File: src/rtl/byte_word_packer.sv
// byte_word_packer: packs the arbiter's byte stream into 32-bit words. Bytes fill lanes
// little-endian in arrival order. Complete or flushed words go into a show-ahead word FIFO,
// which drains through a valid/ready handshake.
module byte_word_packer #(
    parameter int unsigned WDEPTH = 4
) (
    input  logic        clk,
    input  logic        rst_n,
    input  logic [7:0]  in_data,
    input  logic        in_valid,
    input  logic        flush,
    input  logic        out_ready,
    output logic [31:0] out_data,
    output logic [2:0]  out_bytes,
    output logic        out_valid,
    output logic        overflow,
    output logic [15:0] word_count
);

    localparam int unsigned AW = (WDEPTH > 1) ? $clog2(WDEPTH) : 1;
    localparam int unsigned CW = AW + 1;

    logic [1:0]    idx;
    logic [31:0]   lanes;
    logic [31:0]   mem_data  [WDEPTH];
    logic [2:0]    mem_bytes [WDEPTH];
    logic [AW-1:0] wr_ptr;
    logic [AW-1:0] rd_ptr;
    logic [CW-1:0] cnt;

    logic [31:0]   asm_next;
    logic [2:0]    held;
    logic          push;
    logic          pop;
    logic          full;
    logic          accept;

    // Assembler view including this edge's byte, plus push/pop/accept decisions
    always_comb begin
        asm_next = lanes;
        if (in_valid) begin
            asm_next[{idx, 3'b000} +: 8] = in_data;
        end
        held   = {1'b0, idx} + {2'b00, in_valid};
        push   = (held == 3'd4) || (flush && (held != 3'd0));
        pop    = (cnt != '0) && out_ready;
        full   = (cnt == CW'(WDEPTH));
        // A pop on the same edge frees the slot a push into a full FIFO needs
        accept = push && (!full || pop);
    end

    // Show-ahead head: zeros when empty so downstream never sees stale words
    assign out_valid = (cnt != '0);
    assign out_data  = out_valid ? mem_data[rd_ptr]  : 32'd0;
    assign out_bytes = out_valid ? mem_bytes[rd_ptr] : 3'd0;

    // Assembler lane index and partial-word data
    always_ff @(posedge clk) begin
        if (!rst_n) begin
            idx   <= 2'd0;
            lanes <= 32'd0;
        end else if (push) begin
            // Lanes restart on every push, even when the word is dropped
            idx   <= 2'd0;
            lanes <= 32'd0;
        end else if (in_valid) begin
            idx   <= idx + 2'd1;
            lanes <= asm_next;
        end
    end

    // Word storage; contents only matter while counted as occupied
    always_ff @(posedge clk) begin
        if (rst_n && accept) begin
            mem_data[wr_ptr]  <= asm_next;
            mem_bytes[wr_ptr] <= held;
        end
    end

    // FIFO pointers, occupancy, sticky overflow and accepted-word counter
    always_ff @(posedge clk) begin
        if (!rst_n) begin
            wr_ptr     <= '0;
            rd_ptr     <= '0;
            cnt        <= '0;
            overflow   <= 1'b0;
            word_count <= 16'd0;
        end else begin
            if (accept) begin
                wr_ptr     <= wr_ptr + AW'(1);
                word_count <= word_count + 16'd1;
            end
            if (pop) begin
                rd_ptr <= rd_ptr + AW'(1);
            end
            if (accept && !pop) begin
                cnt <= cnt + CW'(1);
            end else if (pop && !accept) begin
                cnt <= cnt - CW'(1);
            end
            if (push && !accept) begin
                overflow <= 1'b1;
            end
        end
    end

endmodule
File: config.mk
export PLATFORM = sky130hd
export DESIGN_NAME = byte_word_packer
export DESIGN_NICKNAME = d
export VERILOG_FILES = /design/src/rtl/byte_word_packer.sv
export SDC_FILE = /design/constraint.sdc
export NUM_CORES = 1
export LEC_CHECK = 0
export ABC_AREA = 0
export BUFFER_PORTS_ARGS = -buffer_cell sky130_fd_sc_hd__buf_2
export CAP_MARGIN = 0
export CORE_MARGIN = 2
export CORE_UTILIZATION = 24
export CTS_BUF_LIST = sky130_fd_sc_hd__clkbuf_2 sky130_fd_sc_hd__clkbuf_4 sky130_fd_sc_hd__clkbuf_8
export CTS_CLUSTER_DIAMETER = 150
export DETAILED_ROUTE_END_ITERATION = 8
export GPL_TIMING_DRIVEN = 0
export PLACE_DENSITY = 0.47
export SLEW_MARGIN = 20
export SYNTH_ARGS = -nofsm -noshare
export SYNTH_HDL_FRONTEND = slang
export SYNTH_SLANG_ARGS = --single-unit
export TNS_END_PERCENT = 100
File: constraint.sdc
create_clock -name clk -period 5.93 [get_ports clk]
set_input_delay 0.2965 -clock clk [delete_from_list [all_inputs] [get_ports clk]]
set_output_delay 0.2965 -clock clk [all_outputs]
set_load 0.03 [all_outputs]
# Word level (Yosys, flattened, before mapping)

Memories as Yosys holds them, arrays and structs flattened. A register that Yosys moved wholly into a read port is not among the register bits.
Index checks and enable logic that the tools add are counted.

Memories: 2
Word-level logic and storage cells: 50
Register bits: 58
Input port bits: 13
RAM bits: 140
Output and inout port bits: 53

Memory list:

| name      | words | bits a word | rd ports | clocked after Yosys merged registers in | write ports | RTL line | RTL |
|---|---|---|---|---|---|---|---|
| mem_data  | 4     | 32          | 1        | 1                                       | 1           | 25       | `logic [31:0] mem_data [WDEPTH];` |
| mem_bytes | 4     | 3           | 1        | 1                                       | 1           | 26       | `logic [2:0] mem_bytes [WDEPTH];` |

Multiplexer cells: 12
Shift operators: 2
Reduce and logical (&&, ||, !) cells: 16
Equal/unequal tests: 2
Add/subtract/negate cells: 8
Bitwise gates (word level): 1

Operators by type and width:

| cell                                                                   | number |
|---|---|
| 32-bit 2-to-1 mux                                                      | 2 |
| 32-bit bitwise mux                                                     | 1 |
| 8-bit by 7-bit variable shift with 32-bit output, first input constant | 1 |
| 8-bit by 7-bit variable part select with 32-bit output                 | 1 |
| 16-bit by 1-bit adder with 16-bit output, second input constant        | 1 |
| 3-bit 2-to-1 mux                                                       | 3 |
| 2-bit 2-to-1 mux                                                       | 4 |
| 1-bit logical AND                                                      | 7 |
| 5-bit negation with 7-bit output                                       | 1 |
| 2-bit by 1-bit adder with 2-bit output, second input constant          | 3 |
| 3-bit == test, second input constant                                   | 2 |
| 3-bit nonzero test                                                     | 2 |
| 2-bit by 1-bit adder with 3-bit output                                 | 1 |
| 3-bit by 1-bit adder with 3-bit output, second input constant          | 1 |
| 1-bit zero test                                                        | 3 |
| 3-bit by 1-bit subtractor with 3-bit output, second input constant     | 1 |
| 1-bit logical OR                                                       | 2 |
| 1-bit 2-to-1 mux                                                       | 2 |
| 2-bit nonzero test                                                     | 1 |
| 2-bit OR reduction                                                     | 1 |
| 1-bit NOT                                                              | 1 |

# Logic depth before layout (Yosys ltp)

Gate-level depths: netlist (run 1).

Word-level depth: 9
Mapped depth: 11
Depth with buffers taken out: 10

# Worst setup path before layout (run 1)

Ideal clock, no wire load.

Path type: register to register
From: reg idx[0]
To: mem mem_bytes[0][0] (enable)
Data arrival time: 2.677 ns
Slack: 2.857 ns
Required time: 5.534 ns
Path buffers: 1
Clock period less this slack: 3.073 ns
Library setup time: 0.396 ns
Stages on the path, launching flop included: 7
Cells stage by stage: dfxtp_1 ha_1 ha_1 or3b_1 buf_2 a21oi_2 and3_1

Cells in the longest elaborated chain, start to end: 8
Elaborated cells on any way between the ends: 9
Those cells by class: 1 x add/sub; 1 x eq/ne; 2 x mux; 5 x reduce/logical

Ends and longest elaborated chain:

| what                                     | RTL line | RTL |
|---|---|---|
| start, declared                          | 23       | `logic [1:0] idx;` |
| start signal, assigned                   | 67       | `idx <= idx + 2'd1;` |
| 2-bit by 1-bit adder with 3-bit output * | 44       | `held = {1'b0, idx} + {2'b00, in_valid};` |
| net held[1]                              | 32       | `logic [2:0] held;` |
| 3-bit nonzero test                       | 45       | `push = (held == 3'd4) \|\| (flush && (held != 3'd0));` |
| 1-bit logical AND                        | 45       |  |
| 1-bit logical OR *                       | 45       |  |
| 1-bit logical AND *                      | 49       | `accept = push && (!full \|\| pop);` |
| 1-bit logical AND *                      | 74       | `if (rst_n && accept) begin` |
| 1-bit 2-to-1 mux *                       | 74       |  |
| 1-bit 2-to-1 mux (not written as such) * | 76       | `mem_bytes[wr_ptr] <= held;` |
| end, declared                            | 26       |  |

The timed path passes the listed nets; every way through them passes the cells marked *.

# Worst setup path in the final report (run 1)

From: reg idx[0]
To: reg cnt[2]

Cells in the longest elaborated chain, start to end: 8
Elaborated cells on any way between the ends: 11
Those cells by class: 1 x add/sub; 1 x eq/ne; 1 x mux; 8 x reduce/logical

Ends and longest elaborated chain:

| what                                     | RTL line | RTL |
|---|---|---|
| 2-bit by 1-bit adder with 3-bit output * | 44       |  |
| net held[1]                              | 32       |  |
| 3-bit nonzero test                       | 45       |  |
| 1-bit logical AND                        | 45       |  |
| 1-bit logical OR *                       | 45       |  |
| 1-bit logical AND *                      | 49       |  |
| 1-bit zero test                          | 98       | `end else if (pop && !accept) begin` |
| 1-bit logical AND                        | 98       |  |
| 2-bit nonzero test (no source line)      | --       |  |
| end signal, assigned                     | 97       | `cnt <= cnt + CW'(1);` |
| end signal, assigned                     | 99       | `cnt <= cnt - CW'(1);` |
| end, declared                            | 29       | `logic [CW-1:0] cnt;` |

Marked as above.
A chain may end at the register's enable or synchronous reset.

==> flow_metrics.env, run 1 <==
export IMPL_drc_errors=0
export IMPL_max_freq_mhz=298
export IMPL_fin_crit_ns=3.36
export IMPL_clock_path_buffers=2
export IMPL_crit_arrival_ns=3.75
export IMPL_reg2reg_to="cnt[2]$_SDFFE_PN0P_"
export IMPL_dp_hpwl_um=12000
export IMPL_finalCritPeriodShare=0.567
export IMPL_rows=66
export IMPL_dp_cells=996
export IMPL_final_max_slew_viol_count=0
export IMPL_hold_buffers=0
export IMPL_vias_per_cell=4.25
export IMPL_cts_tree="yes"
export IMPL_synthMostInstantiatedCell="edfxtp_1"
export IMPL_grt_pass1_wl_um=27300
export IMPL_netlist_top_cells_area="edfxtp_1 (53%), dfxtp_1 (15%), mux4_2 (10%)"
export IMPL_clk_pin_slew_ns=0.10
export IMPL_path_buf_inv=2
export IMPL_die_y_um=185
export IMPL_synth_async_reset_ratio=0
export IMPL_fin_cells=1028
export IMPL_die_w_um=185
export IMPL_finalHoldViolations=0
export IMPL_worstHoldPathType="input port to flip-flop"
export IMPL_yosysWarnings=0
export IMPL_hold_depth=2
export IMPL_cts_sinks=200
export IMPL_cpMaxStageDelayCell="dfxtp_1"
export IMPL_cp_top_family="adder cells"
export IMPL_area_growth_syn_to_layout_pct=17.3
export IMPL_ff2ff_path_depth=11
export IMPL_die_area_um2=34200
export IMPL_crit_path_max_incr_delay_ns=0.53
export IMPL_grt_ovfl_total=0
export IMPL_status="finished, final reports clean"
export IMPL_synth_edff_count=140
export IMPL_cts_resized=0
export IMPL_design_final_nets=600
export IMPL_grt_pass1_vias=4707
export IMPL_synthTopCellsByCount="edfxtp_1 (140), dfxtp_1 (60), and2_1 (36)"
export IMPL_cts_root_buffer="clkbuf_8"
export IMPL_critPathMostFrequentCell="ha_1"
export IMPL_drive_above_1_share=0.259
export IMPL_synth_area_per_cell_um2=16.2
export IMPL_fin_setup_tns_ns=0
export IMPL_critPathMaxFanout=9
export IMPL_ys_seq_area_frac=0.687
export IMPL_ys_ff_latch=200
export IMPL_worst_setup_path_type="flip-flop to flip-flop"
export IMPL_rsz0062_at_grt="false"
export IMPL_cap_violations=0
export IMPL_drt_iter0_markers=401
export IMPL_clkLatencyLatePin_ns=0.46
export IMPL_synth_area_um2=7860
export IMPL_p_leak_uw=0.00317
export IMPL_diodes=0
export IMPL_antenna_found_initial=0
export IMPL_crit_chain="ha_1 -> ha_1 -> or3b_1 -> buf_2 -> a21oi_2 -> ha_1 -> inv_1 -> fa_1 -> xor2_1 -> or3_1 -> a21oi_1"
export IMPL_grt_max_degree=20
export IMPL_post_cts_buffers=0
export IMPL_gp_congestion=0.752
export IMPL_synth_top_area_frac=0.535
export IMPL_cts_buffers=17
export IMPL_pin_count=66
export IMPL_routed_via_count=4365
export IMPL_coreArea_um2=32400
export IMPL_h_tree_depth=4
export IMPL_finalClockSkew_ns=0.0170
export IMPL_worst_slew_pin_slew_ns=1.04
export IMPL_slew_headroom=0.298
export IMPL_wl_per_cell_um=17.1
export IMPL_antenna_left=0
export IMPL_synth_area_leader_cell="edfxtp_1"
export IMPL_synth_flop_cell="edfxtp_1"
export IMPL_first_pass_iters=4
export IMPL_startpoint_type="flip-flop"
export IMPL_rrSetupSlack_ns=2.57
export IMPL_ir_drop_v=0.000173
export IMPL_port_buffers=65
export IMPL_cp_end_kind="flip-flop"
export IMPL_power_density_nw_per_um2=385
export IMPL_crit_required_ns=6.32
export IMPL_synth_cell_types=37
export IMPL_setup_viol_count_final=0
export IMPL_syn_inst=485
export IMPL_r2r_start="idx[0]$_SDFFE_PP0P_"
export IMPL_syn_nets=512
export IMPL_routed_wl_um=17600
export IMPL_gr_usage_all_layers=0.108
export IMPL_hold_path_startpoint="rst_n"
export IMPL_hold_end="overflow$_SDFFE_PN0P_"
export IMPL_start_util=0.243
worst max path at each step:
| stage | slack (ns) | cells after the start | from | to |
|---|---|---|---|---|
| final | 2.57 | 11 | idx[0]$_SDFFE_PP0P_ | cnt[2]$_SDFFE_PN0P_ |
| after detailed placement | 2.56 | 11 | idx[0]$_SDFFE_PP0P_ | cnt[2]$_SDFFE_PN0P_ |
| after global placement | 1.86 | 6 | idx[0]$_SDFFE_PP0P_ | mem_data[0][13]$_DFFE_PP_ |
| after floorplan | 2.86 | 6 | idx[0]$_SDFFE_PP0P_ | mem_bytes[0][0]$_DFFE_PP_ |
| after global routing | 2.32 | 11 | idx[0]$_SDFFE_PP0P_ | cnt[2]$_SDFFE_PN0P_ |
| after CTS | 2.53 | 11 | idx[0]$_SDFFE_PP0P_ | cnt[2]$_SDFFE_PN0P_ |
flip-flops by register name, summed over array words and instances, names as in the netlist, named ones only:
signal	count
lanes	32
rd_ptr	2
wr_ptr	2
overflow	1
idx	2
mem_bytes	12
mem_data	128
word_count	16
cnt	3
area by class of cell:
type | instances | area [um^2]
Fill cell | 3323 | 23100
Clock inverter | 13 | 120
Inverter | 10 | 37.5
Multi-Input combinational cell | 253 | 2330
Clock buffer | 19 | 249
Sequential cell | 200 | 5410
Timing Repair Buffer | 69 | 435
Buffer | 22 | 91.3
Tap cell | 442 | 553
per-layer routing:
| layer | global-route usage | vias up | wire, um |
|---|---|---|---|
| met5 | 0 | - | 0 |
| met3 | 0.0285 | 9 | 813 |
| met2 | 0.189 | 95 | 8920 |
| met4 | 0.0270 | 0 | 122 |
| met1 | 0.131 | 2236 | 7750 |
| li1 | - | 2025 | - |
stage by stage:
step / setup WS (ns) / hold WS [ns] / instance area (um^2) / power, uW / utilization
6_report: 2.57 / 0.172 / 9230 / 3550 / 0.285
5_1_grt: 2.32 / 0.120 / 9230 / 3760 / 0.285
4_1_cts: 2.53 / 0.123 / 9230 / 3620 / 0.285
3_5_place_dp: 2.56 / 0.484 / 8860 / 2800 / 0.274
3_3_place_gp: 1.86 / 0.465 / 8740 / 2770 / 0.270
2_1_floorplan: 2.86 / 0.418 / 7860 / 2420 / -
placed cells by master, fill, tap and decap left out, types with 3 or more instances in the layout:
cell	Yosys	layout
edfxtp_1	140	140
buf_2	7	72
dfxtp_1	60	60
and2_1	36	36
mux4_2	35	35
a22o_1	32	32
nor2b_1	32	32
clkbuf_8	0	17
clkbuf_1	14	14
a21oi_1	14	14
ha_1	13	13
nor2_1	12	12
nand2_1	11	11
inv_1	10	10
or3_1	9	9
o21ai_0	8	8
nand3_1	6	6
xor2_1	5	5
o31ai_1	5	5
or4_1	5	5
and3_2	0	4
xnor2_1	4	4
buf_16	0	4
nor4b_2	3	3
mux2i_1	3	3
nand4_1	3	3
clkinv_2	0	3
clkinv_4	0	3
inv_6	0	3
power breakdown:
part	switching (uW)	internal (uW)	total [uW]
combinational	743	406	1150
sequential	28.7	1550	1580
clock	479	347	826
worst reg2reg max path, stage by stage (launching register included):
cell	delay (ns)
dfxtp_1	0.53
ha_1	0.22
ha_1	0.28
or3b_1	0.37
buf_2	0.17
a21oi_2	0.41
ha_1	0.28
inv_1	0.06
fa_1	0.38
xor2_1	0.17
or3_1	0.30
a21oi_1	0.14
cells by family (layout without fill, tap and decap cells):
kind of cell / after synthesis / after routing / synth area share
flops: 200 / 200 / 0.687
simple gates: 127 / 127 / 0.0986
compound gates: 65 / 65 / 0.0603
mux: 38 / 38 / 0.104
buf+inv: 32 / 133 / 0.0164
fa+ha+maj: 14 / 14 / 0.0232
xor+xnor: 9 / 9 / 0.0100
(Power assumes the default switching activity.)
==> run 2: changes to the inputs <==
ABC_AREA = 1   (was 0)
PLACE_DENSITY = 0.48   (was 0.47)
clock period = 2.92 ns   (was 5.93 ns; I/O delays follow)
==> run 2 against run 1 <==
Compared with the run above: die area increased by 7.3%; maximum frequency rose by 24%; sequential share of layout area shrank 4.7 points; synthesized cell count increased by 73%; final area up 8.8%; power rose by 110%; critical path depth increased by 3; non-clock buffer count grew 22; critical path type unchanged; critical endpoint unchanged; largest cell class unchanged.
==> flow_metrics.env, run 2 <==
export IMPL_startpoint_type="flip-flop"
export IMPL_synthTopCellsByCount="nor2_1 (197), edfxtp_1 (140), nand2_1 (88)"
export IMPL_multiInputGateArea_um2=2590
export IMPL_grt_pass1_wl_um=32500
export IMPL_finalClockSkew_ns=0.0224
export IMPL_use_met2=0.189
export IMPL_rsz0062_at_grt="false"
export IMPL_antenna_found_initial=1
export IMPL_crit_path_max_incr_delay_ns=0.42
export IMPL_ys_ff_latch=200
export IMPL_dp_hpwl_um=14500
export IMPL_h_tree_depth=4
export IMPL_top_regs="mem_data x128, lanes x32, word_count x16"
export IMPL_p_leak_uw=0.00378
export IMPL_worst_slew_pin_slew_ns=0.718
export IMPL_hold_slack_ns=0.0244
export IMPL_final_max_slew_viol_count=0
export IMPL_cp_end_kind="flip-flop"
export IMPL_critPathMaxFanout=10
export IMPL_gp_congestion=0.755
export IMPL_clock_path_buffers=2
export IMPL_final_cell_mix="nor2_1 (193), edfxtp_1 (140), nand2_1 (88), buf_2 (81), inv_1 (76)"
export IMPL_slew_headroom=0.521
export IMPL_synthMostInstantiatedCell="nor2_1"
export IMPL_synth_area_per_cell_um2=10.1
export IMPL_status="finished, final reports clean"
export IMPL_vias_per_cell=4.17
export IMPL_die_w_um=192
export IMPL_pin_count=66
export IMPL_coreArea_um2=34600
export IMPL_grt_pass1_vias=5566
export IMPL_routed_wl_um=20700
export IMPL_hold_depth=3
export IMPL_dp_cells=1361
export IMPL_synth_area_leader_cell="edfxtp_1"
export IMPL_synth_cell_types=34
export IMPL_drt_iter0_markers=464
export IMPL_routed_via_count=5852
export IMPL_synth_flop_cell="edfxtp_1"
export IMPL_netlist_top_cells_area="edfxtp_1 (50%), dfxtp_1 (14%), nor2_1 (8.7%)"
export IMPL_cp_top_family="adder cells"
export IMPL_met3_usage=0.0254
export IMPL_ff2ff_path_depth=14
export IMPL_diodes=0
export IMPL_first_pass_iters=4
export IMPL_crit_required_ns=3.28
export IMPL_cap_violations=0
export IMPL_grt_use_met1=0.158
export IMPL_worst_setup_path_type="flip-flop to flip-flop"
export IMPL_setup_viol_count_final=0
export IMPL_hold_end="lanes[9]$_SDFFE_PP0P_"
export IMPL_worstSetupStartpoint="idx[0]$_SDFFE_PP0P_"
export IMPL_largest_register="mem_data"
export IMPL_wl_per_cell_um=14.7
export IMPL_clkLatencyLatePin_ns=0.48
export IMPL_path_buf_inv=2
export IMPL_crit_chain="ha_1 -> ha_4 -> nor2_1 -> nand2_2 -> nand2_4 -> nor2_8 -> buf_6 -> ha_1 -> inv_1 -> fa_1 -> a21oi_1 -> o21ai_0 -> o21ai_0 -> a21oi_1"
export IMPL_start_util=0.244
export IMPL_syn_nets=864
export IMPL_gr_usage_all_layers=0.117
export IMPL_cts_tree="yes"
export IMPL_die_area_um2=36700
export IMPL_cpMaxStageDelayCell="dfxtp_4"
export IMPL_regArea_um2=5410
export IMPL_crit_arrival_ns=3.08
export IMPL_ir_drop_v=0.000297
export IMPL_finalCritPeriodShare=0.931
export IMPL_r2r_start="idx[0]$_SDFFE_PP0P_"
export IMPL_drc_errors=0
export IMPL_rows=68
export IMPL_cts_sinks=200
export IMPL_finalHoldViolations=0
export IMPL_antenna_left=0
export IMPL_drive_above_1_share=0.182
export IMPL_synth_area_um2=8450
export IMPL_hold_path_startpoint="in_data[1]"
export IMPL_synth_edff_count=140
export IMPL_worstHoldPathType="input port to flip-flop"
export IMPL_nFillCells=3612
export IMPL_grt_max_degree=22
export IMPL_grt_ovfl_total=0
export IMPL_die_y_um=192
export IMPL_ys_seq_area_frac=0.639
export IMPL_clk_pin_slew_ns=0.11
export IMPL_area_growth_syn_to_layout_pct=18.7
export IMPL_grt_busiest_layer="met2"
export IMPL_design_final_nets=962
export IMPL_max_freq_mhz=368
export IMPL_reg2reg_to="cnt[2]$_SDFFE_PN0P_"
export IMPL_cts_buffers=17
export IMPL_synth_top_area_frac=0.497
export IMPL_port_buffers=65
export IMPL_rrSetupSlack_ns=0.20
export IMPL_synth_async_reset_ratio=0
export IMPL_syn_inst=837
export IMPL_yosysWarnings=0
export IMPL_mostFrequentLayoutCell="nor2_1"
export IMPL_fin_crit_ns=2.72
export IMPL_power_density_nw_per_um2=754
export IMPL_largest_register_ffs=128
export IMPL_fin_cells=1403
export IMPL_cts_root_buffer="clkbuf_8"
==> run 2: cell types whose count changed after synthesis, moves of 15 or more <==
cell	before	now
a22o_1	32	0
a21oi_1	14	64
nor2b_1	32	0
o21ai_0	8	66
mux4_2	35	0
o21ai_1	1	16
nand2_1	11	88
and2_1	36	0
inv_1	10	76
nand3_1	6	25
nor2_1	12	197
==> run 2: worst max path at each step <==
stage | to | slack (ns) | depth (start not counted)
final | cnt[2]$_SDFFE_PN0P_ | 0.20 | 14
after global routing | cnt[2]$_SDFFE_PN0P_ | 0.003 | 14
after CTS | cnt[2]$_SDFFE_PN0P_ | 0.02 | 14
after detailed placement | mem_data[3][13]$_DFFE_PP_ | -0.27 | 9
after global placement | mem_data[2][16]$_DFFE_PP_ | -1.18 | 8
after floorplan | mem_bytes[0][0]$_DFFE_PP_ | -0.07 | 8
==> run 2: logic make-up (layout without fill, tap and decap cells) <==
family,Yosys count,after routing,synth area share
buf+inv,119,230,0.0591
fa+ha+maj,14,14,0.0216
compound gates,168,168,0.112
flops,200,200,0.639
simple gates,336,336,0.168
==> run 2: area by class of cell <==
cell class | count | area share
Sequential cell | 200 | 0.539
Multi-Input combinational cell | 518 | 0.258
Tap cell | 455 | 0.0567
Timing Repair Buffer | 79 | 0.0561
Inverter | 85 | 0.0320
Clock buffer | 17 | 0.0233
Buffer | 34 | 0.0177
Clock inverter | 15 | 0.0171
==> run 2: repair_timing <==
item                                    in CTS  in global routing
setup buffers                                4                  2
endpoints found under the setup margin     135                  2
endpoints found under the hold margin        5                  0
pin swaps                                    4                  1
hold buffers                                 4                  0
gates resized for setup                      1                  3
==> run 2: metrics by stage <==
stage               total power [uW]  utilization  cell area, um^2  setup TNS (ns)  setup slack [ns]
global placement                5840        0.270             9360         -160.91             -1.18
floorplan                       4990            -             8460          -10.44           -0.0746
CTS                             7690        0.289            10000               0            0.0156
global route                    8040        0.290            10000               0           0.00321
finish                          7570        0.290            10000               0             0.200
detailed placement              5890        0.274             9480          -19.31            -0.271
==> run 2: where the power goes <==
part | leakage, uW | internal (uW) | switching (uW)
Sequential | 0.00186 | 3180 | 61.9
Clock | 0.000202 | 658 | 1120
Combinational | 0.00172 | 679 | 1870
Total | 0.00378 | 4520 | 3050
==> run 2: worst min-delay path, delay by kind of cell <==
family	cells	cell delay, ns
buf+inv	1	0.14
simple gates	1	0.11
compound gates	1	0.06
==> run 2: metal layers <==
metal,part of all wire,vias to the layer above,wire (um)
li1,-,2993,-
met1,0.48,2752,9960
met3,0.041,17,849
met4,0.011,2,232
met2,0.47,88,9630
met5,0.00072,-,15
